### config.mk
export PLATFORM = sky130hd
export DESIGN_NAME = af_sweep_ctrl
export DESIGN_NICKNAME = d
export VERILOG_FILES = /design/src/rtl/af_pkg.sv /design/src/rtl/af_peak_track.sv /design/src/rtl/af_sweep_ctrl.sv
export SDC_FILE = /design/constraint.sdc
export NUM_CORES = 1
export LEC_CHECK = 0
export BUFFER_PORTS_ARGS = -buffer_cell sky130_fd_sc_hd__buf_4
export CORE_MARGIN = 1
export CORE_UTILIZATION = 30
export DETAILED_ROUTE_END_ITERATION = 10
export PLACE_DENSITY_LB_ADDON = 0.1
export REMOVE_ABC_BUFFERS = 1
export SETUP_SLACK_MARGIN = 0.05
export SYNTH_ARGS = -nofsm -noshare
export SYNTH_HDL_FRONTEND = slang
export SYNTH_SLANG_ARGS = --single-unit
### constraint.sdc
create_clock -name CLK -period 6.2 [get_ports CLK]
set_input_delay 1.55 -clock CLK [delete_from_list [all_inputs] [get_ports CLK]]
set_output_delay 1.55 -clock CLK [all_outputs]
set_load 0.1 [all_outputs]
### src/rtl/af_pkg.sv
// Shared types and default sizes for the autofocus sweep controller.
// Optional settle-frame behaviour is enabled with AF_SETTLE_EN (see af_sweep_ctrl).
package af_pkg;

   typedef enum logic [1:0] {
      S_IDLE,
      S_COARSE,
      S_FINE,
      S_PARK
   } af_state_t;

   localparam int          STEP_W_DEF   = 11;
   localparam int          METRIC_W_DEF = 24;
   localparam logic [10:0] STEP_MAX_DEF = 11'h3F0;

endpackage

### src/rtl/af_peak_track.sv
// Sharpness peak tracker: keeps the best metric seen and the step where it occurred.
// peak_upd exposes the peak including the sample being taken this cycle.
module af_peak_track
   import af_pkg::*;
#(
   parameter int STEP_W   = STEP_W_DEF,
   parameter int METRIC_W = METRIC_W_DEF
)(
   input  logic                CLK,
   input  logic                RESET_n,
   input  logic                clear,
   input  logic                sample,
   input  logic [METRIC_W-1:0] metric,
   input  logic [STEP_W-1:0]   step,
   output logic [STEP_W-1:0]   peak_step,
   output logic [STEP_W-1:0]   peak_upd
);

   logic [METRIC_W-1:0] best_metric;
   logic                better;

   // Strictly greater only, so on a tie the earlier step is kept
   assign better   = sample && (metric > best_metric);
   assign peak_upd = better ? step : peak_step;

   always_ff @(posedge CLK or negedge RESET_n) begin
      if (!RESET_n) begin
         best_metric <= '0;
         peak_step   <= '0;
      end else if (clear) begin
         best_metric <= '0;
         peak_step   <= '0;
      end else if (better) begin
         best_metric <= metric;
         peak_step   <= step;
      end
   end

endmodule

### src/rtl/af_sweep_ctrl.sv
// Autofocus VCM sweep: coarse pass, fine pass around the coarse peak, then park at the peak.
// Define AF_SETTLE_EN to discard the first frame after every STEP change.
module af_sweep_ctrl
   import af_pkg::*;
#(
   parameter int                STEP_W   = STEP_W_DEF,
   parameter int                METRIC_W = METRIC_W_DEF,
   parameter logic [STEP_W-1:0] STEP_MAX = STEP_W'(STEP_MAX_DEF)
)(
   input  logic                CLK,
   input  logic                RESET_n,
   input  logic                START,
   input  logic                ABORT,
   input  logic                VS,
   input  logic [METRIC_W-1:0] METRIC,
   input  logic [7:0]          SCAL,
   input  logic [7:0]          SCAL_F,
   output logic [STEP_W-1:0]   STEP,
   output logic                BUSY,
   output logic                DONE,
   output logic [STEP_W-1:0]   PEAK_STEP,
   output logic                FINE
);

   localparam int XW = STEP_W + 1;

   af_state_t         state, state_nxt;
   logic [STEP_W-1:0] step_nxt, fine_end, fine_end_nxt, peak_upd;
   logic [XW-1:0]     coarse_sum, fine_sum, half, peak_ext, fine_lo, fine_hi, max_ext;
   logic              coarse_last, fine_last, vs_act, discard, sample, clear, step_load, done_nxt;

   af_peak_track #(.STEP_W(STEP_W), .METRIC_W(METRIC_W)) u_peak (
      .CLK       (CLK),
      .RESET_n   (RESET_n),
      .clear     (clear),
      .sample    (sample),
      .metric    (METRIC),
      .step      (STEP),
      .peak_step (PEAK_STEP),
      .peak_upd  (peak_upd)
   );

`ifdef AF_SETTLE_EN
   logic settle_pending;

   // Any STEP load arms a discard of the next frame while the lens settles
   always_ff @(posedge CLK or negedge RESET_n) begin
      if (!RESET_n)
         settle_pending <= 1'b0;
      else if (step_load)
         settle_pending <= 1'b1;
      else if (VS && !ABORT)
         settle_pending <= 1'b0;
   end

   assign discard = settle_pending;
`else
   assign discard = 1'b0;
`endif

   assign vs_act = VS && !ABORT && !discard;
   assign sample = vs_act && ((state == S_COARSE) || (state == S_FINE));

   // Arithmetic is one bit wider than STEP so nothing can wrap past STEP_MAX
   assign max_ext     = {1'b0, STEP_MAX};
   assign coarse_sum  = {1'b0, STEP} + {{(XW-8){1'b0}}, SCAL};
   assign fine_sum    = {1'b0, STEP} + {{(XW-8){1'b0}}, SCAL_F};
   assign half        = {{(XW-7){1'b0}}, SCAL[7:1]};
   assign peak_ext    = {1'b0, peak_upd};
   assign fine_lo     = (peak_ext >= half) ? (peak_ext - half) : '0;
   assign fine_hi     = peak_ext + half;
   assign coarse_last = (SCAL == 8'd0) || (coarse_sum > max_ext);
   assign fine_last   = (SCAL_F == 8'd0) || (STEP >= fine_end) || (fine_sum > {1'b0, fine_end});

   always_ff @(posedge CLK or negedge RESET_n) begin
      if (!RESET_n)
         state <= S_IDLE;
      else
         state <= state_nxt;
   end

   always_comb begin
      state_nxt = state;
      if (ABORT)
         state_nxt = S_IDLE;
      else begin
         case (state)
            S_IDLE:   if (START)                 state_nxt = S_COARSE;
            S_COARSE: if (vs_act && coarse_last) state_nxt = S_FINE;
            S_FINE:   if (vs_act && fine_last)   state_nxt = S_PARK;
            S_PARK:   if (vs_act)                state_nxt = S_IDLE;
            default:                             state_nxt = S_IDLE;
         endcase
      end
   end

   always_comb begin
      step_nxt     = STEP;
      fine_end_nxt = fine_end;
      step_load    = 1'b0;
      clear        = 1'b0;
      done_nxt     = 1'b0;
      if (!ABORT) begin
         case (state)
            S_IDLE: begin
               if (START) begin
                  clear     = 1'b1;
                  step_load = 1'b1;
                  step_nxt  = '0;
               end
            end
            S_COARSE: begin
               if (vs_act) begin
                  step_load = 1'b1;
                  if (coarse_last) begin
                     step_nxt     = fine_lo[STEP_W-1:0];
                     fine_end_nxt = (fine_hi > max_ext) ? STEP_MAX : fine_hi[STEP_W-1:0];
                  end else
                     step_nxt = coarse_sum[STEP_W-1:0];
               end
            end
            S_FINE: begin
               if (vs_act) begin
                  step_load = 1'b1;
                  step_nxt  = fine_last ? peak_upd : fine_sum[STEP_W-1:0];
               end
            end
            S_PARK: done_nxt = vs_act;
            default: ;
         endcase
      end
   end

   always_ff @(posedge CLK or negedge RESET_n) begin
      if (!RESET_n) begin
         STEP     <= '0;
         fine_end <= '0;
         DONE     <= 1'b0;
         BUSY     <= 1'b0;
         FINE     <= 1'b0;
      end else begin
         if (step_load)
            STEP <= step_nxt;
         fine_end <= fine_end_nxt;
         DONE     <= done_nxt;
         BUSY     <= (state_nxt != S_IDLE);
         FINE     <= (state_nxt == S_FINE);
      end
   end

endmodule

==> reports/results.txt, run 1 <==
Cell family with most CP delay - compound AO/OA/AOI/OAI gates
Final Instance Count excl. Fillers - 1,109
Crit-path max FO - 7
DRT iter0 DRCs - 388
CP max stage delay - 0.61 ns
Crit path required time - 6.40 ns
Synth Register Bits - 62
Cell Area, Synth - 6080 sq um
Vias in the first global route - 5,729
# hold bufs at CTS - 0
Drc violations - 0
Critical path origin - METRIC[22]
Drt pass-1 iters - 5
Post-synth cell types - 75
Root buffer cell - clkbuf_16
Post-Place Worst Slack - -0.152 ns
Die H - 144 um
Startpoint Class - input pin
Worst Skew - 0.0127 ns
Final hold violations - 0
Critical R2R Launch - u_peak.best_metric[22]$_DFFE_PN0P_
Die ar. - 20,800 sq um
Synth async-reset ratio - 100%
Largest net degree at the start of global routing - 64
Starting Density - 30.9%
CTS H-Tree Depth - 3
Post-synth top cells - nor2_1, ha_1, a21oi_1
Post-Syn Instances - 737
GPL Wtd Cong - 0.885
Placed insts - 1,092
Clk pin slew, worst setup/hold paths - 0.06 ns
Power Density - 351 nW/um^2
Final setup fails - 0
CP Class - in2reg
Initial antenna violation count - 0
Vias per inst - 5.18
Clk Latency, worst-skew pair - 0.35 ns
CP Capture Type - flop
P_leak - 3.53 nW
Synth top area cells - dfrtp_1, ha_1, a21oi_1
Remaining Overflow, GRT - 0
Area leader, netlist - dfrtp_1
Final min period - 5.86 ns
Max Clk Rate - 171 MHz
CTS tree - done
Max-Cap Viols - 0
Pins Over Slew Limit - 0
Ys flop type - dfrtp_1
Clock buffer count from CTS - 9
Most numerous cell in the Yosys netlist - nor2_1
Syn. warnings - 0
Hold Path Class - reg2reg
Reg2Reg Setup Slack - 1.29 ns
Max_slew headroom - 35.0%
Setup TNS - 0 ns
Layout cells sized above 1 - 18.6%
Ports - 70
Status - complete, no violations
CTS sink cnt - 62
Row count - 51
Avg Synthesized Cell Area - 8.25 sq um
Port Buf Inserts - 69
Synth-to-Final Area Change - 23.8%
Post-Route WL - 20.1 mm
ANT nets after route - 0
Global-route wire length before repair - 31.3 mm
Chip width - 144 um
Number of synthesized flops with an enable pin - 0
Via count - 5,747
Peak supply drop - 258 uV
Ant diodes - 0
Nets - 971
Post-route setup slack - 0.344 ns
Cell Chain, Critical Path - buf_4 -> ha_1 -> nand4_2 -> or4_4 -> a311o_1 -> a31oi_4 -> buf_12 -> mux2i_1 -> inv_1 -> ha_1 -> nand2b_1 -> a221oi_1 -> o22ai_1 -> buf_4 -> xor2_1 -> nor3_1 -> a311oi_1 -> o41ai_2 -> a21oi_1
Crit-path slowest cell - o41ai_2
HPWL Detailed - 15.7 mm
RSZ-0062 raised after global routing - false
Clk buf depth - 2
Gr usage total - 20.1%
Seq/Total Area, Yosys - 25.5%
Worst Tran Pin Value - 0.967 ns
Yosys top cell area share - 25.5%
HP Start - u_peak.best_metric[0]$_DFFE_PN0P_
# fillers - 2,086
Tcrit/Tclk final - 94.5%
Worst path buffer plus inverter count - 4
Core Box Area - 19,700 sq um
CP arrival - 6.05 ns
Detail-routed net length per standard cell - 18.1 um
power breakdown:
group | total [W] | switching (W) | leakage [nW] | internal [W]
logic | 0.00145 | 0.000926 | 2.53 | 0.000525
clock network | 0.000608 | 0.000213 | 0.166 | 0.000394
registers | 0.000587 | 0.0000931 | 0.827 | 0.000494
cell families after synthesis:
| group | count (synthesis) | share of synthesized area [%] |
|---|---|---|
| buf+inv | 96 | 6.32 |
| fa+ha+maj | 87 | 18.4 |
| flops | 62 | 25.5 |
| mux | 23 | 3.93 |
| xor+xnor | 30 | 4.32 |
| simple gates | 235 | 18.8 |
| compound gates | 204 | 22.7 |
area by class of cell:
cell class              instances  area, sq um  area share, %
inverters                      73          274           3.64
flip-flops and latches         62         1550           20.6
well taps                     265          332           4.40
repair buffers                114          868           11.5
clock inverters                 7          120           1.60
multi-input cells             579         4160           55.2
clock buffers                   9          225           2.99
stage by stage:
step | area (sq um) | power (W) | util, % | hold WS (ns)
after floorplan | 5970 | 0.00159 | - | 0.478
after global placement | 7150 | 0.00203 | 36.4 | 0.512
after detailed placement | 7150 | 0.00204 | 36.4 | 0.527
after CTS | 7490 | 0.00266 | 38.1 | 0.547
after global routing | 7530 | 0.00284 | 38.3 | 0.577
final | 7530 | 0.00265 | 38.3 | 0.535
sequential cells by signal, summed over array words and instances (netlist names):
name,cells
BUSY,1
fine_end,11
u_peak.best_metric,24
STEP,11
DONE,1
FINE,1
u_peak.peak_step,11
state,2
final timing paths:
check,endpoint,cells after the start
max in group asynchronous,state[0]$_DFF_PN0_,1
worst max register to register,fine_end[2]$_DFFE_PN0P_,19
worst max-delay path,fine_end[2]$_DFFE_PN0P_,19
worst min register to register,u_peak.best_metric[0]$_DFFE_PN0P_,2
worst min-delay path,u_peak.best_metric[0]$_DFFE_PN0P_,2
min in group asynchronous,u_peak.best_metric[15]$_DFFE_PN0P_,1
worst min-delay path, cell delays in order, from the launching register on:
cell,delay (ns)
dfrtp_1,0.35
mux2i_1,0.07
nor2_1,0.08
repair_timing:
action | CTS | global route
gates resized for setup | 0 | 2
setup endpoints to repair | 0 | 17
setup buffers | 0 | 1
routing by layer:
metal  track usage, %  vias up  routed length, um
met5                0        -                  0
li1                 -     2857                  -
met2             33.3      137               9420
met1             26.1     2726               9280
met4             7.42        0                408
met3             3.54       27                945
layout by cell type (no fill, tap or decap), types with 17 or more instances in the layout:
cell      synthesis  layout
o21ai_0          29      29
o211ai_1         17      17
dfrtp_1          62      62
nand2_1          38      38
inv_1            73      73
buf_4             0     113
ha_1             83      83
mux2i_1          18      18
nor2_1           96      96
a21oi_1          74      74
Power figures use the tool's default switching activity.
==> run 2, diff against run 1 <==
Clock period 6.2 ns to 6.6 ns, I/O delays scaled along.
==> run 2 against run 1 <==
Against the previous run:
- clock skew decreased by 0.0048 ns
- worst hold slack worse by 0.0061 ns
- utilization down 1.6 points
- non-clock buffer count decreased by 31
- die area did not move
- combinational power shrank 8%
- first-iteration DRC count fell by 26%
- global-route usage is 0.98 points lower
- critical endpoint is now STEP[4]$_DFFE_PN0P_
- largest cell class unchanged
- largest power group unchanged
==> reports/results.txt, run 2 (synthesized netlist as in run 1, its figures left out) <==
# hold bufs at CTS - 0
Commonest non-fill, non-tap cell in the layout - nor2_1
Max-Cap Viols - 0
Pins Over Slew Limit - 0
Vias per inst - 5.31
Post-Place Worst Slack - -0.0529 ns
Drt pass-1 iters - 7
Status - complete, no violations
Dpl cell area - 6920 sq um
Remaining Overflow, GRT - 0
Worst Skew - 0.00791 ns
Post-CTS setup buffer count - 0
Clock buffer count from CTS - 9
Via count - 5,721
Gr usage total - 19.2%
Design area - 7200 sq um
Power Density - 320 nW/um^2
Chip width - 144 um
Row count - 51
DRT iter0 DRCs - 287
Drc violations - 0
HPWL Detailed - 15.0 mm
GPL Wtd Cong - 0.865
Hold Path Class - reg2reg
CTS tree - done
ANT nets after route - 0
Ports - 70
Setup TNS - 0 ns
Crit-path slowest cell - or4_4
Vias in the first global route - 5,582
Final setup fails - 0
Startpoint Class - input pin
CP max stage delay - 0.56 ns
Initial antenna violation count - 0
Post-CTS sizing - 0
Largest register FFs - 24
CTS H-Tree Depth - 3
Crit-path max FO - 7
Crit path required time - 6.84 ns
Die ar. - 20,800 sq um
Most frequent cells in the layout - nor2_1, ha_1, buf_4
Synth-to-Final Area Change - 18.5%
Layout cells sized above 1 - 15.4%
Cell Chain, Critical Path - buf_4 -> ha_1 -> nand4_2 -> or4_4 -> a311o_1 -> a31oi_4 -> buf_4 -> mux2i_1 -> inv_1 -> ha_1 -> inv_1 -> nand3_1 -> nor4_1 -> buf_4 -> a21oi_1 -> mux2_2 -> a311oi_2 -> buf_4 -> a221oi_1 -> a21oi_1
P_leak - 3.35 nW
Max_slew headroom - 32.8%
Post-route setup slack - 0.356 ns
Root buffer cell - clkbuf_16
Global-route wire length before repair - 30.6 mm
Starting Density - 30.9%
Clk Latency, worst-skew pair - 0.34 ns
Top reg by flops - u_peak.best_metric
Placed insts - 1,062
Tcrit/Tclk final - 94.6%
Final min period - 6.24 ns
Ant diodes - 0
Largest net degree at the start of global routing - 63
Peak supply drop - 190 uV
Post-Route WL - 18.9 mm
Port Buf Inserts - 69
RSZ-0062 raised after global routing - false
CP arrival - 6.48 ns
Max Clk Rate - 160 MHz
CP Class - in2reg
Final Instance Count excl. Fillers - 1,078
Nets - 940
Final hold violations - 0
Core Box Area - 19,700 sq um
CTS sink cnt - 62
Die H - 144 um
Clk buf depth - 2
Clk pin slew, worst setup/hold paths - 0.06 ns
CP Capture Type - flop
Detail-routed net length per standard cell - 17.5 um
CP most frequent cell - buf_4
Worst Tran Pin Value - 1.00 ns
run 2: changes by cell type in the layout (fill, tap and decap cells not counted), sizes merged:
| cell | delta |
|---|---|
| bufinv | -3 |
| clkbuf | +1 |
| clkinvlp | +1 |
| inv | -1 |
| clkinv | +2 |
| buf | -31 |
run 2: worst paths after layout:
kind / start / endpoint / slack [ns] / cells past startpoint
max in group asynchronous: RESET_n / STEP[2]$_DFFE_PN0P_ / 4.59 / 1
worst min-delay path: fine_end[10]$_DFFE_PN0P_ / fine_end[10]$_DFFE_PN0P_ / 0.53 / 2
worst min register to register: fine_end[10]$_DFFE_PN0P_ / fine_end[10]$_DFFE_PN0P_ / 0.53 / 2
worst max-delay path: METRIC[22] / STEP[4]$_DFFE_PN0P_ / 0.36 / 20
min in group asynchronous: RESET_n / u_peak.best_metric[15]$_DFFE_PN0P_ / 1.41 / 1
worst max register to register: u_peak.best_metric[22]$_DFFE_PN0P_ / STEP[4]$_DFFE_PN0P_ / 1.42 / 20
run 2: final cells by class:
cell class / instances / area (sq um)
clock buffers: 10 / 229
multi-input cells: 579 / 4160
clock inverters: 6 / 38.8
flip-flops and latches: 62 / 1550
well taps: 265 / 332
fillers: 2091 / 12400
repair buffers: 83 / 623
inverters: 73 / 274
run 2: layer usage:
metal  global-route usage (%)  share of wire, %
met4                     4.99               1.5
met2                     33.0                48
met5                        0                 0
met3                     3.38               4.1
met1                     24.6                46
run 2: where the power goes:
group | switching, W | internal [W] | total, W
sequential | 0.0000716 | 0.000464 | 0.000536
clock | 0.000188 | 0.000253 | 0.000441
combinational | 0.000869 | 0.000460 | 0.00133
run 2: through the flow:
| step | power [W] | util [%] | hold slack, ns |
|---|---|---|---|
| 2_1_floorplan | 0.00149 | - | 0.478 |
| 3_3_place_gp | 0.00185 | 35.2 | 0.517 |
| 3_5_place_dp | 0.00187 | 35.2 | 0.518 |
| 4_1_cts | 0.00233 | 36.6 | 0.531 |
| 5_1_grt | 0.00249 | 36.7 | 0.549 |
| 6_report | 0.00231 | 36.7 | 0.529 |
run 2: critical path, delay by kind of cell:
kind	cells	cell delay, ns
buf+inv	6	0.97
compound gates	6	1.43
simple gates	4	1.12
mux	2	0.61
fa+ha+maj	2	0.68
